==> src/rtl/bf_pkg.sv <==
`default_nettype none
// ============================================================================
// Module   : bf_pkg
// Purpose  : Shared opcodes, write-mux select codes and FSM states for the BF core.
// Revision : 1.0
// ============================================================================
package bf_pkg;

    localparam logic [7:0] OP_INC   = 8'h2B;
    localparam logic [7:0] OP_DEC   = 8'h2D;
    localparam logic [7:0] OP_RIGHT = 8'h3E;
    localparam logic [7:0] OP_LEFT  = 8'h3C;
    localparam logic [7:0] OP_OUT   = 8'h2E;
    localparam logic [7:0] OP_IN    = 8'h2C;
    localparam logic [7:0] OP_JZ    = 8'h5B;
    localparam logic [7:0] OP_JNZ   = 8'h5D;
    localparam logic [7:0] OP_HALT  = 8'h00;

    localparam logic [1:0] SEL_INC  = 2'b00;
    localparam logic [1:0] SEL_DEC  = 2'b01;
    localparam logic [1:0] SEL_IN   = 2'b10;
    localparam logic [1:0] SEL_HOLD = 2'b11;

    typedef enum logic [3:0] {
        S_IDLE         = 4'd0,
        S_FETCH        = 4'd1,
        S_DECODE       = 4'd2,
        S_OUT_WAIT     = 4'd3,
        S_IN_WAIT      = 4'd4,
        S_SCAN_F_FETCH = 4'd5,
        S_SCAN_F_DEC   = 4'd6,
        S_SCAN_B_FETCH = 4'd7,
        S_SCAN_B_DEC   = 4'd8,
        S_HALT         = 4'd9
    } state_t;

endpackage
`default_nettype wire

==> src/rtl/bf_exec_ctrl_bracket_scan.sv <==
`default_nettype none
// ============================================================================
// Module   : bf_bracket_scan
// Purpose  : Bracket-nesting counter for forward/backward scans; flags match and error.
// Revision : 1.0
// ============================================================================
module bf_bracket_scan
    import bf_pkg::*;
#(
    parameter int DEPTH_W = 8
) (
    input  logic       clk,
    input  logic       rst,
    input  logic       i_load,
    input  logic       i_dir_back,
    input  logic       i_step,
    input  logic [7:0] i_byte,
    output logic       o_match,
    output logic       o_err
);

    logic [DEPTH_W-1:0] r_depth;
    logic               r_dir_back;
    logic               w_open;
    logic               w_close;
    logic               w_inc;
    logic               w_dec;

    assign w_open  = (i_byte == OP_JZ);
    assign w_close = (i_byte == OP_JNZ);
    // Scanning backwards swaps the roles of the two brackets.
    assign w_inc   = r_dir_back ? w_close : w_open;
    assign w_dec   = r_dir_back ? w_open  : w_close;

    assign o_match = i_step && w_dec && (r_depth == DEPTH_W'(1));
    assign o_err   = i_step && ((i_byte == OP_HALT) || (w_inc && (r_depth == '1)));

    always_ff @(posedge clk) begin
        if (rst) begin
            r_depth    <= '0;
            r_dir_back <= 1'b0;
        end else if (i_load) begin
            r_depth    <= DEPTH_W'(1);
            r_dir_back <= i_dir_back;
        end else if (i_step) begin
            if (w_inc) begin
                r_depth <= r_depth + 1'b1;
            end else if (w_dec) begin
                r_depth <= r_depth - 1'b1;
            end
        end
    end

endmodule
`default_nettype wire

==> src/rtl/bf_exec_ctrl.sv <==
`default_nettype none
// ============================================================================
// Module   : bf_exec_ctrl
// Purpose  : BF execution FSM owning pc/dp; drives tape write strobe and mux select.
// Revision : 1.0
// ============================================================================
module bf_exec_ctrl
    import bf_pkg::*;
#(
    parameter int ADDR_W  = 8,
    parameter int DEPTH_W = 8
) (
    input  logic              clk,
    input  logic              rst,
    input  logic              start,
    output logic [ADDR_W-1:0] prog_addr,
    input  logic [7:0]        prog_data,
    output logic [ADDR_W-1:0] tape_addr,
    input  logic [7:0]        tape_rdata,
    output logic              tape_we,
    output logic [1:0]        wdata_sel,
    input  logic              in_valid,
    output logic              in_ready,
    output logic [7:0]        out_data,
    output logic              out_valid,
    input  logic              out_ready,
    output logic              halted,
    output logic              err
);

    state_t            r_state, w_state_nx, w_adv_state;
    logic [ADDR_W-1:0] r_pc, w_pc_nx, w_pc_inc, w_adv_pc;
    logic [ADDR_W-1:0] r_dp, w_dp_nx;
    logic              r_err, w_err_nx;
    logic              r_out_valid, w_out_valid_nx;
    logic [7:0]        r_out_data, w_out_data_nx;
    logic              w_cell_zero, w_pc_max, w_pc_min;
    logic              w_scan_load, w_scan_back, w_scan_step, w_scan_match, w_scan_err;

    assign w_cell_zero = (tape_rdata == 8'h00);
    assign w_pc_max    = (r_pc == '1);
    assign w_pc_min    = (r_pc == '0);
    assign w_pc_inc    = r_pc + 1'b1;
    // Advancing past the last program address ends execution cleanly.
    assign w_adv_state = w_pc_max ? S_HALT : S_FETCH;
    assign w_adv_pc    = w_pc_max ? r_pc : w_pc_inc;

    assign prog_addr = r_pc;
    assign tape_addr = r_dp;
    assign out_data  = r_out_data;
    assign out_valid = r_out_valid;
    assign err       = r_err;
    assign halted    = (r_state == S_HALT);

    bf_bracket_scan #(.DEPTH_W(DEPTH_W)) u_scan (
        .clk        (clk),
        .rst        (rst),
        .i_load     (w_scan_load),
        .i_dir_back (w_scan_back),
        .i_step     (w_scan_step),
        .i_byte     (prog_data),
        .o_match    (w_scan_match),
        .o_err      (w_scan_err)
    );

    always_ff @(posedge clk) begin
        if (rst) begin
            r_state     <= S_IDLE;
            r_pc        <= '0;
            r_dp        <= '0;
            r_err       <= 1'b0;
            r_out_valid <= 1'b0;
            r_out_data  <= 8'h00;
        end else begin
            r_state     <= w_state_nx;
            r_pc        <= w_pc_nx;
            r_dp        <= w_dp_nx;
            r_err       <= w_err_nx;
            r_out_valid <= w_out_valid_nx;
            r_out_data  <= w_out_data_nx;
        end
    end

    always_comb begin
        w_state_nx     = r_state;
        w_pc_nx        = r_pc;
        w_dp_nx        = r_dp;
        w_err_nx       = r_err;
        w_out_valid_nx = r_out_valid;
        w_out_data_nx  = r_out_data;
        case (r_state)
            S_IDLE, S_HALT: begin
                if (start) begin
                    w_pc_nx    = '0;
                    w_dp_nx    = '0;
                    w_err_nx   = 1'b0;
                    w_state_nx = S_FETCH;
                end
            end
            S_FETCH: w_state_nx = S_DECODE;
            S_DECODE: begin
                case (prog_data)
                    OP_HALT: w_state_nx = S_HALT;
                    OP_OUT: begin
                        w_out_data_nx  = tape_rdata;
                        w_out_valid_nx = 1'b1;
                        w_state_nx     = S_OUT_WAIT;
                    end
                    OP_IN: w_state_nx = S_IN_WAIT;
                    OP_JZ: begin
                        w_pc_nx    = w_adv_pc;
                        w_state_nx = (w_cell_zero && !w_pc_max) ? S_SCAN_F_FETCH : w_adv_state;
                    end
                    OP_JNZ: begin
                        if (w_cell_zero) begin
                            w_pc_nx    = w_adv_pc;
                            w_state_nx = w_adv_state;
                        end else if (w_pc_min) begin
                            w_err_nx   = 1'b1;
                            w_state_nx = S_HALT;
                        end else begin
                            w_pc_nx    = r_pc - 1'b1;
                            w_state_nx = S_SCAN_B_FETCH;
                        end
                    end
                    default: begin
                        if (prog_data == OP_RIGHT) w_dp_nx = r_dp + 1'b1;
                        if (prog_data == OP_LEFT)  w_dp_nx = r_dp - 1'b1;
                        w_pc_nx    = w_adv_pc;
                        w_state_nx = w_adv_state;
                    end
                endcase
            end
            S_OUT_WAIT: begin
                if (out_ready) begin
                    w_out_valid_nx = 1'b0;
                    w_pc_nx        = w_adv_pc;
                    w_state_nx     = w_adv_state;
                end
            end
            S_IN_WAIT: begin
                if (in_valid) begin
                    w_pc_nx    = w_adv_pc;
                    w_state_nx = w_adv_state;
                end
            end
            S_SCAN_F_FETCH: w_state_nx = S_SCAN_F_DEC;
            S_SCAN_B_FETCH: w_state_nx = S_SCAN_B_DEC;
            S_SCAN_F_DEC: begin
                if (w_scan_err || (!w_scan_match && w_pc_max)) begin
                    w_err_nx   = 1'b1;
                    w_state_nx = S_HALT;
                end else if (w_scan_match) begin
                    w_pc_nx    = w_adv_pc;
                    w_state_nx = w_adv_state;
                end else begin
                    w_pc_nx    = w_pc_inc;
                    w_state_nx = S_SCAN_F_FETCH;
                end
            end
            S_SCAN_B_DEC: begin
                if (w_scan_err || (!w_scan_match && w_pc_min)) begin
                    w_err_nx   = 1'b1;
                    w_state_nx = S_HALT;
                end else if (w_scan_match) begin
                    w_pc_nx    = w_adv_pc;
                    w_state_nx = w_adv_state;
                end else begin
                    w_pc_nx    = r_pc - 1'b1;
                    w_state_nx = S_SCAN_B_FETCH;
                end
            end
            default: w_state_nx = S_IDLE;
        endcase
    end

    // Strobes are gated by rst so the reset cycle can never write the tape.
    always_comb begin
        tape_we     = 1'b0;
        wdata_sel   = SEL_HOLD;
        in_ready    = 1'b0;
        w_scan_load = 1'b0;
        w_scan_back = 1'b0;
        w_scan_step = 1'b0;
        if (!rst) begin
            case (r_state)
                S_DECODE: begin
                    if (prog_data == OP_INC) begin
                        tape_we   = 1'b1;
                        wdata_sel = SEL_INC;
                    end else if (prog_data == OP_DEC) begin
                        tape_we   = 1'b1;
                        wdata_sel = SEL_DEC;
                    end else if (prog_data == OP_JZ) begin
                        w_scan_load = w_cell_zero && !w_pc_max;
                    end else if (prog_data == OP_JNZ) begin
                        w_scan_load = !w_cell_zero && !w_pc_min;
                        w_scan_back = 1'b1;
                    end
                end
                S_IN_WAIT: begin
                    in_ready = 1'b1;
                    if (in_valid) begin
                        tape_we   = 1'b1;
                        wdata_sel = SEL_IN;
                    end
                end
                S_SCAN_F_DEC, S_SCAN_B_DEC: w_scan_step = 1'b1;
                default: ;
            endcase
        end
    end

endmodule
`default_nettype wire
==> config.mk <==
export PLATFORM = sky130hd
export DESIGN_NAME = bf_exec_ctrl
export DESIGN_NICKNAME = d
export VERILOG_FILES = /design/src/rtl/bf_pkg.sv /design/src/rtl/bf_exec_ctrl_bracket_scan.sv /design/src/rtl/bf_exec_ctrl.sv
export SDC_FILE = /design/constraint.sdc
export NUM_CORES = 1
export LEC_CHECK = 0
export BUFFER_PORTS_ARGS = -buffer_cell sky130_fd_sc_hd__buf_2
export CAP_MARGIN = 20
export CORE_MARGIN = 2
export CORE_UTILIZATION = 43
export DETAILED_ROUTE_END_ITERATION = 10
export PLACE_DENSITY = 0.68
export SLEW_MARGIN = 20
export SYNTH_ARGS = -nofsm -noshare
export SYNTH_HDL_FRONTEND = slang
export SYNTH_SLANG_ARGS = --single-unit
==> constraint.sdc <==
create_clock -name clk -period 4.4 [get_ports clk]
set_clock_uncertainty 0.05 [all_clocks]
set_input_delay 0.22 -clock clk [delete_from_list [all_inputs] [get_ports clk]]
set_output_delay 0.22 -clock clk [all_outputs]
set_load 0.05 [all_outputs]
# Word-level counts from Yosys, hierarchy flattened
# Index checks and enable logic that the tools add are counted.
# word_totals
reg_bits,39
output_inout_bits,31
wordCells,159
in_bits,21
# classes
n_reduce_logical,39
eq_ne,35
n_addsub,6
mux,70
# ops
cell,n
2-to-1 mux 8 bit,15
"equality test 8 x 6 -> 1 bit, second input constant",6
one-hot mux 8 bit (6 select lines),1
2-to-1 mux 4 bit,11
one-hot mux 4 bit (9 select lines),1
2-to-1 mux 1 bit,32
one-hot mux 8 bit (2 select lines),2
"adder 8 x 1 -> 8 bit, second input constant",3
logical NOT 8 bit,3
"subtractor 8 x 1 -> 8 bit, second input constant",3
"!= test 2 bit, second input constant",11
one-hot mux 4 bit (5 select lines),1
"equality test 4 x 3 -> 1 bit, second input constant",4
"equality test 8 x 7 -> 1 bit, second input constant",2
"equality test 8 bit, second input constant",2
"equality test 4 x 2 -> 1 bit, second input constant",2
"equality test 4 bit, second input constant",2
"equality test 8 x 1 -> 1 bit, second input constant",1
logical AND 1 bit,8
AND reduction 8 bit,1
nonzero test 2 bit,4
AND reduction 7 bit,1
2-to-1 mux 2 bit,3
AND reduction 2 bit,3
18 further kinds,28

# Longest topological paths before layout
# logic_depth
depth_word,11
depth_mapped,12

# By module
# A second synthesis with hierarchy kept.
# hier_totals
hier_cells,504
area_unflattened_um2,3724.8
# by_module_without_submodules
module,n_inst,seq_area_each_um2,cells_each,area_per_inst_um2
bf_exec_ctrl,1,600.6,393,2874.0
bf_bracket_scan,1,180.2,111,850.8

# Worst setup path before layout
# No wires, ideal clock.
# synth_path
path_kind,input -> register
start,in prog_data[2]
end,"reg r_dp[7], in the netlist tape_addr[7]"
stages,12
slack_ns,0.736
t_arrival_ns,3.539
n_path_buf,1
setup_time_ns,0.074
path_cell_list,buf_2 nand3_1 or4b_2 nor3_1 ha_1 a21o_1 a21oi_1 o21ai_0 o41ai_1 xor2_1 or3b_2 a31oi_1
# synth_via
elab_chain_len,4
elab_cells_between_ends,14
# synth_lines
item,line,rtl
"start, declared",bf_exec_ctrl.sv:17,"input logic [7:0] prog_data,"
equality test 8 x 6 -> 1 bit (tied with other cells),bf_exec_ctrl.sv:102,case (prog_data)
OR reduction 5 bit (no line) / 2-to-1 mux 8 bit (equally long branches),n/a,
!= test 2 bit (no line) / 2-to-1 mux 8 bit (equally long branches),n/a,
AND reduction 4 bit (no line) / one-hot mux 8 bit (2 select lines) (equally long branches),n/a,
"end signal, assigned",bf_exec_ctrl.sv:77,r_dp <= w_dp_nx;
"end, declared",bf_exec_ctrl.sv:33,"logic [ADDR_W-1:0] r_dp, w_dp_nx;"
# Several ways; a longest one is shown, not always the timed one. The select of a mux whose other input is x is not followed.
# A chain may end at the register's enable or synchronous reset.

# Worst setup path after layout
# layout_path
start,reg r_state[3]
end,"reg r_pc[4], in the netlist prog_addr[4]"
# layout_via
elab_chain_len,11
elab_cells_between_ends,33
# layout_lines
item,line,rtl
"start, declared",bf_exec_ctrl.sv:31,"state_t r_state, w_state_nx, w_adv_state;"
"start signal, assigned",bf_exec_ctrl.sv:75,r_state <= w_state_nx;
equality test 4 x 3 -> 1 bit / equality test 4 bit (equally long branches),"bf_exec_ctrl.sv:91, bf_exec_ctrl.sv:186",
OR reduction 2 bit,bf_exec_ctrl.sv:186,case (r_state)
2-to-1 mux 1 bit,bf_exec_ctrl.sv:186,
2-to-1 mux 1 bit,bf_exec_ctrl.sv:185,if (!rst) begin
logical AND 1 bit (2 in series),bf_exec_ctrl_bracket_scan.sv:35,assign o_match = i_step && w_dec && (r_depth == DEPTH_W'(1));
logical NOT 1 bit,"bf_exec_ctrl.sv:150, bf_exec_ctrl.sv:162",
"logical AND 1 bit, on equally long branches","bf_exec_ctrl.sv:162, bf_exec_ctrl.sv:150",
"logical OR 1 bit, on equally long branches","bf_exec_ctrl.sv:162, bf_exec_ctrl.sv:150",
!= test 2 bit (no line),n/a,
AND reduction 8 bit (no line),n/a,
"end signal, assigned",bf_exec_ctrl.sv:76,r_pc <= w_pc_nx;
"end, declared",bf_exec_ctrl.sv:32,"logic [ADDR_W-1:0] r_pc, w_pc_nx, w_pc_inc, w_adv_pc;"
# Several ways; a longest one is shown, not always the timed one. The select of a mux whose other input is x is not followed.

==> impl_metrics.toml <==
[outcome]
status = "finished clean"

[synth]
yosys_warnings = 0
postSynthCellCount = 405
synth-edff-count = 0
yosys_register_bits = 39
synth_fp_nets = 438
syn_area_per_cell_um2 = 7.96
ys_types = 79
seq_area_frac_synth_pct = 24.2
synth_area_mm2 = 0.00322
synthFlopType = "dfxtp_1"
async_flop_share_pct = 0
synthTopCellsByArea = "dfxtp_1, nor2_1, mux2i_1"
yosysTopAreaCell = "dfxtp_1"
synth.top_cell.area_share_pct = 24.2

[global_route]
grt_usage_pct = 21.3
grt_max_degree = 32
first_global_vias = 3011
overflow = 0
grt_pass1_wl_mm = 14.7
antenna_found_initial = 0

[critical_path]
cp_max_fo = 20
r2r_start = "r_state[3]"
cp_num_cells = 7
crit_chain = "nor3b_1 > a21oi_4 > or4b_1 > a221oi_4 > nor3b_2 > a31o_1 > a22o_1"
cp-start-kind = "flop"
cp_data_arrival_time_ns = 3.59
cp.required_ns = 4.59
cp-end-kind = "flop"
crit_family = "simple AND/OR/NAND/NOR gates"
critPathKind = "reg -> reg"
reg2reg_depth = 7
startpoint = "r_state[3]"
worst-path-buf-inv = 0
max_stage_delay_ns = 0.69
crit_slowest_cell = "dfxtp_1"

[floorplanning]
die_h_um = 90.6
start_util_pct = 44.5
io_pins = 52
die_w_um = 90.6
rows = 31
core_area_mm2 = 0.00725
die-area_mm2 = 0.00821

[clock_network]
cts.sinks = 39
clk_transition_reported_paths_ns = 0.09
postCtsSetupRepairBufs = 0
clock_latency_ns = 0.30
cts.path.max_buffers = 2
cts_root_buffer = "clkbuf_8"
ctsHoldBuffers = 0
numCtsBuffers = 5
cts_tree = "built"
cts-resized-gates = 0
htree_levels = 2

[final_layout]
fin_area_mm2 = 0.00359
multi_input_area_mm2 = 0.00228
nNetsFinal = 475
layout-area-overhead-vs-synth_pct = 11.3
finalCoreUtilization_pct = 49.5
seqCellArea_um2 = 781
antennaDiodeCount = 0
drive_gt1_share_pct = 20.8
num-fill-cells = 730

[detailed_routing]
drtPass1Iterations = 5
wire_per_inst_um = 15.3
drtAntennaViolNets = 0
via_count = 3153
wl_mm = 8.30
via_per_inst = 5.82
drc = 0
drtIter0Drc = 203

[sta]
fin_crit_sh_pct = 77.2
hold_viol = 0
relSlewSlack_pct = 51.6
period_minus_slack_ns = 3.40
setup_violations = 0
rsz0062_at_grt = "no"
worst-slew-pin-transition_ns = 0.724
tns_ns = 0
drv_slew = 0
fmax_mhz = 294

[pwr]
total_power_mw = 1.16
peakVddDrop_uv = 128
power_density_mw_per_mm2 = 324
p_leak_nw = 1.48

[place]
port_buffers = 51
hpwl_mm = 6.14
gp_congestion = 0.856
placed_area_mm2 = 0.00349

[flow_run]
drv_cap = 0

[min_path]
hold_depth = 3
min_from = "tape_rdata[0]"
hold_class = "in -> reg"
logic make-up after synthesis:
logic type | Yosys count | synth area share (%)
XOR/XNOR | 21 | 5.70
buffers and inverters | 32 | 5.36
adder cells (fa/ha/maj) | 12 | 4.89
AND/OR/NAND/NOR | 184 | 31.7
multiplexers | 16 | 5.01
AO/OA/AOI/OAI | 101 | 23.2
flip-flops | 39 | 24.2
sequential cells by signal, summed over array words and instances (netlist names):
signal	cells
r_state	4
out_data	8
err	1
u_scan.r_dir_back	1
u_scan.r_depth	8
tape_addr	8
prog_addr	8
out_valid	1
per-layer routing:
layer	GRT usage, %	share of wire, %	wire length [um]
met1	30.5	47	3940
met4	5.51	1.2	99
met5	0	0	0
met3	3.01	5.6	469
met2	33.3	46	3800
report_power, final:
group,switching (mW),internal (mW)
clock,0.141,0.113
sequential,0.0659,0.369
combinational,0.273,0.202
synthesized netlist by cell type, types with 6 or more instances:
cell type   n
a21oi_1    25
a22oi_1     7
clkbuf_1   14
dfxtp_1    39
ha_1       11
inv_1       7
mux2i_1    15
nand2_1    26
nand3_1    13
nor2_1     56
nor3_1     22
nor4_1      6
o21ai_0    11
xnor2_1    14
xor2_1      7
final cells by class:
cell class / count / area share, %
clock buffer: 5 / 1.92
clock inverter: 3 / 0.698
inverter: 7 / 0.732
multi-input combinational: 334 / 63.5
sequential: 39 / 21.8
tap: 99 / 3.45
timing repair buffer: 55 / 7.95
stage by stage:
stage,hold WS (ns),instances,worst slack (ns)
final,0.116,542,1.00
after global routing,0.131,542,0.801
after CTS,0.111,542,1.04
after detailed placement,0.429,534,0.912
after global placement,0.418,534,1.01
after floorplan,0.318,405,0.736
cell usage in the layout (no fill, tap or decap), types with 4 or more instances in the layout:
master / n
a22oi_1: 7
xnor2_1: 14
a211oi_1: 4
buf_4: 4
a21oi_1: 25
buf_2: 51
o21ai_0: 11
nand2_1: 26
nor3b_1: 5
o221ai_1: 5
nor2_1: 56
o2111ai_1: 4
nand3_1: 13
a22o_1: 5
nor3_1: 22
nand4_1: 4
xor2_1: 7
inv_1: 7
clkbuf_8: 5
and3_1: 4
mux2i_1: 15
ha_1: 11
nand2b_1: 5
a21o_1: 5
dfxtp_1: 39
nor4_1: 5
or4_1: 4
worst min-delay path, cell delays in order:
cell and delay, ns:
buf_2 0.09, mux2i_1 0.06, nor2_1 0.07
final timing paths:
| check | end | slack, ns |
|---|---|---|
| worst max-delay path | prog_addr[4] | 1.00 |
| worst min-delay path | out_data[0] | 0.12 |
| worst max register to register | prog_addr[4] | 1.00 |
| worst min register to register | out_data[1] | 0.45 |
Power figures use the tool's default switching activity.
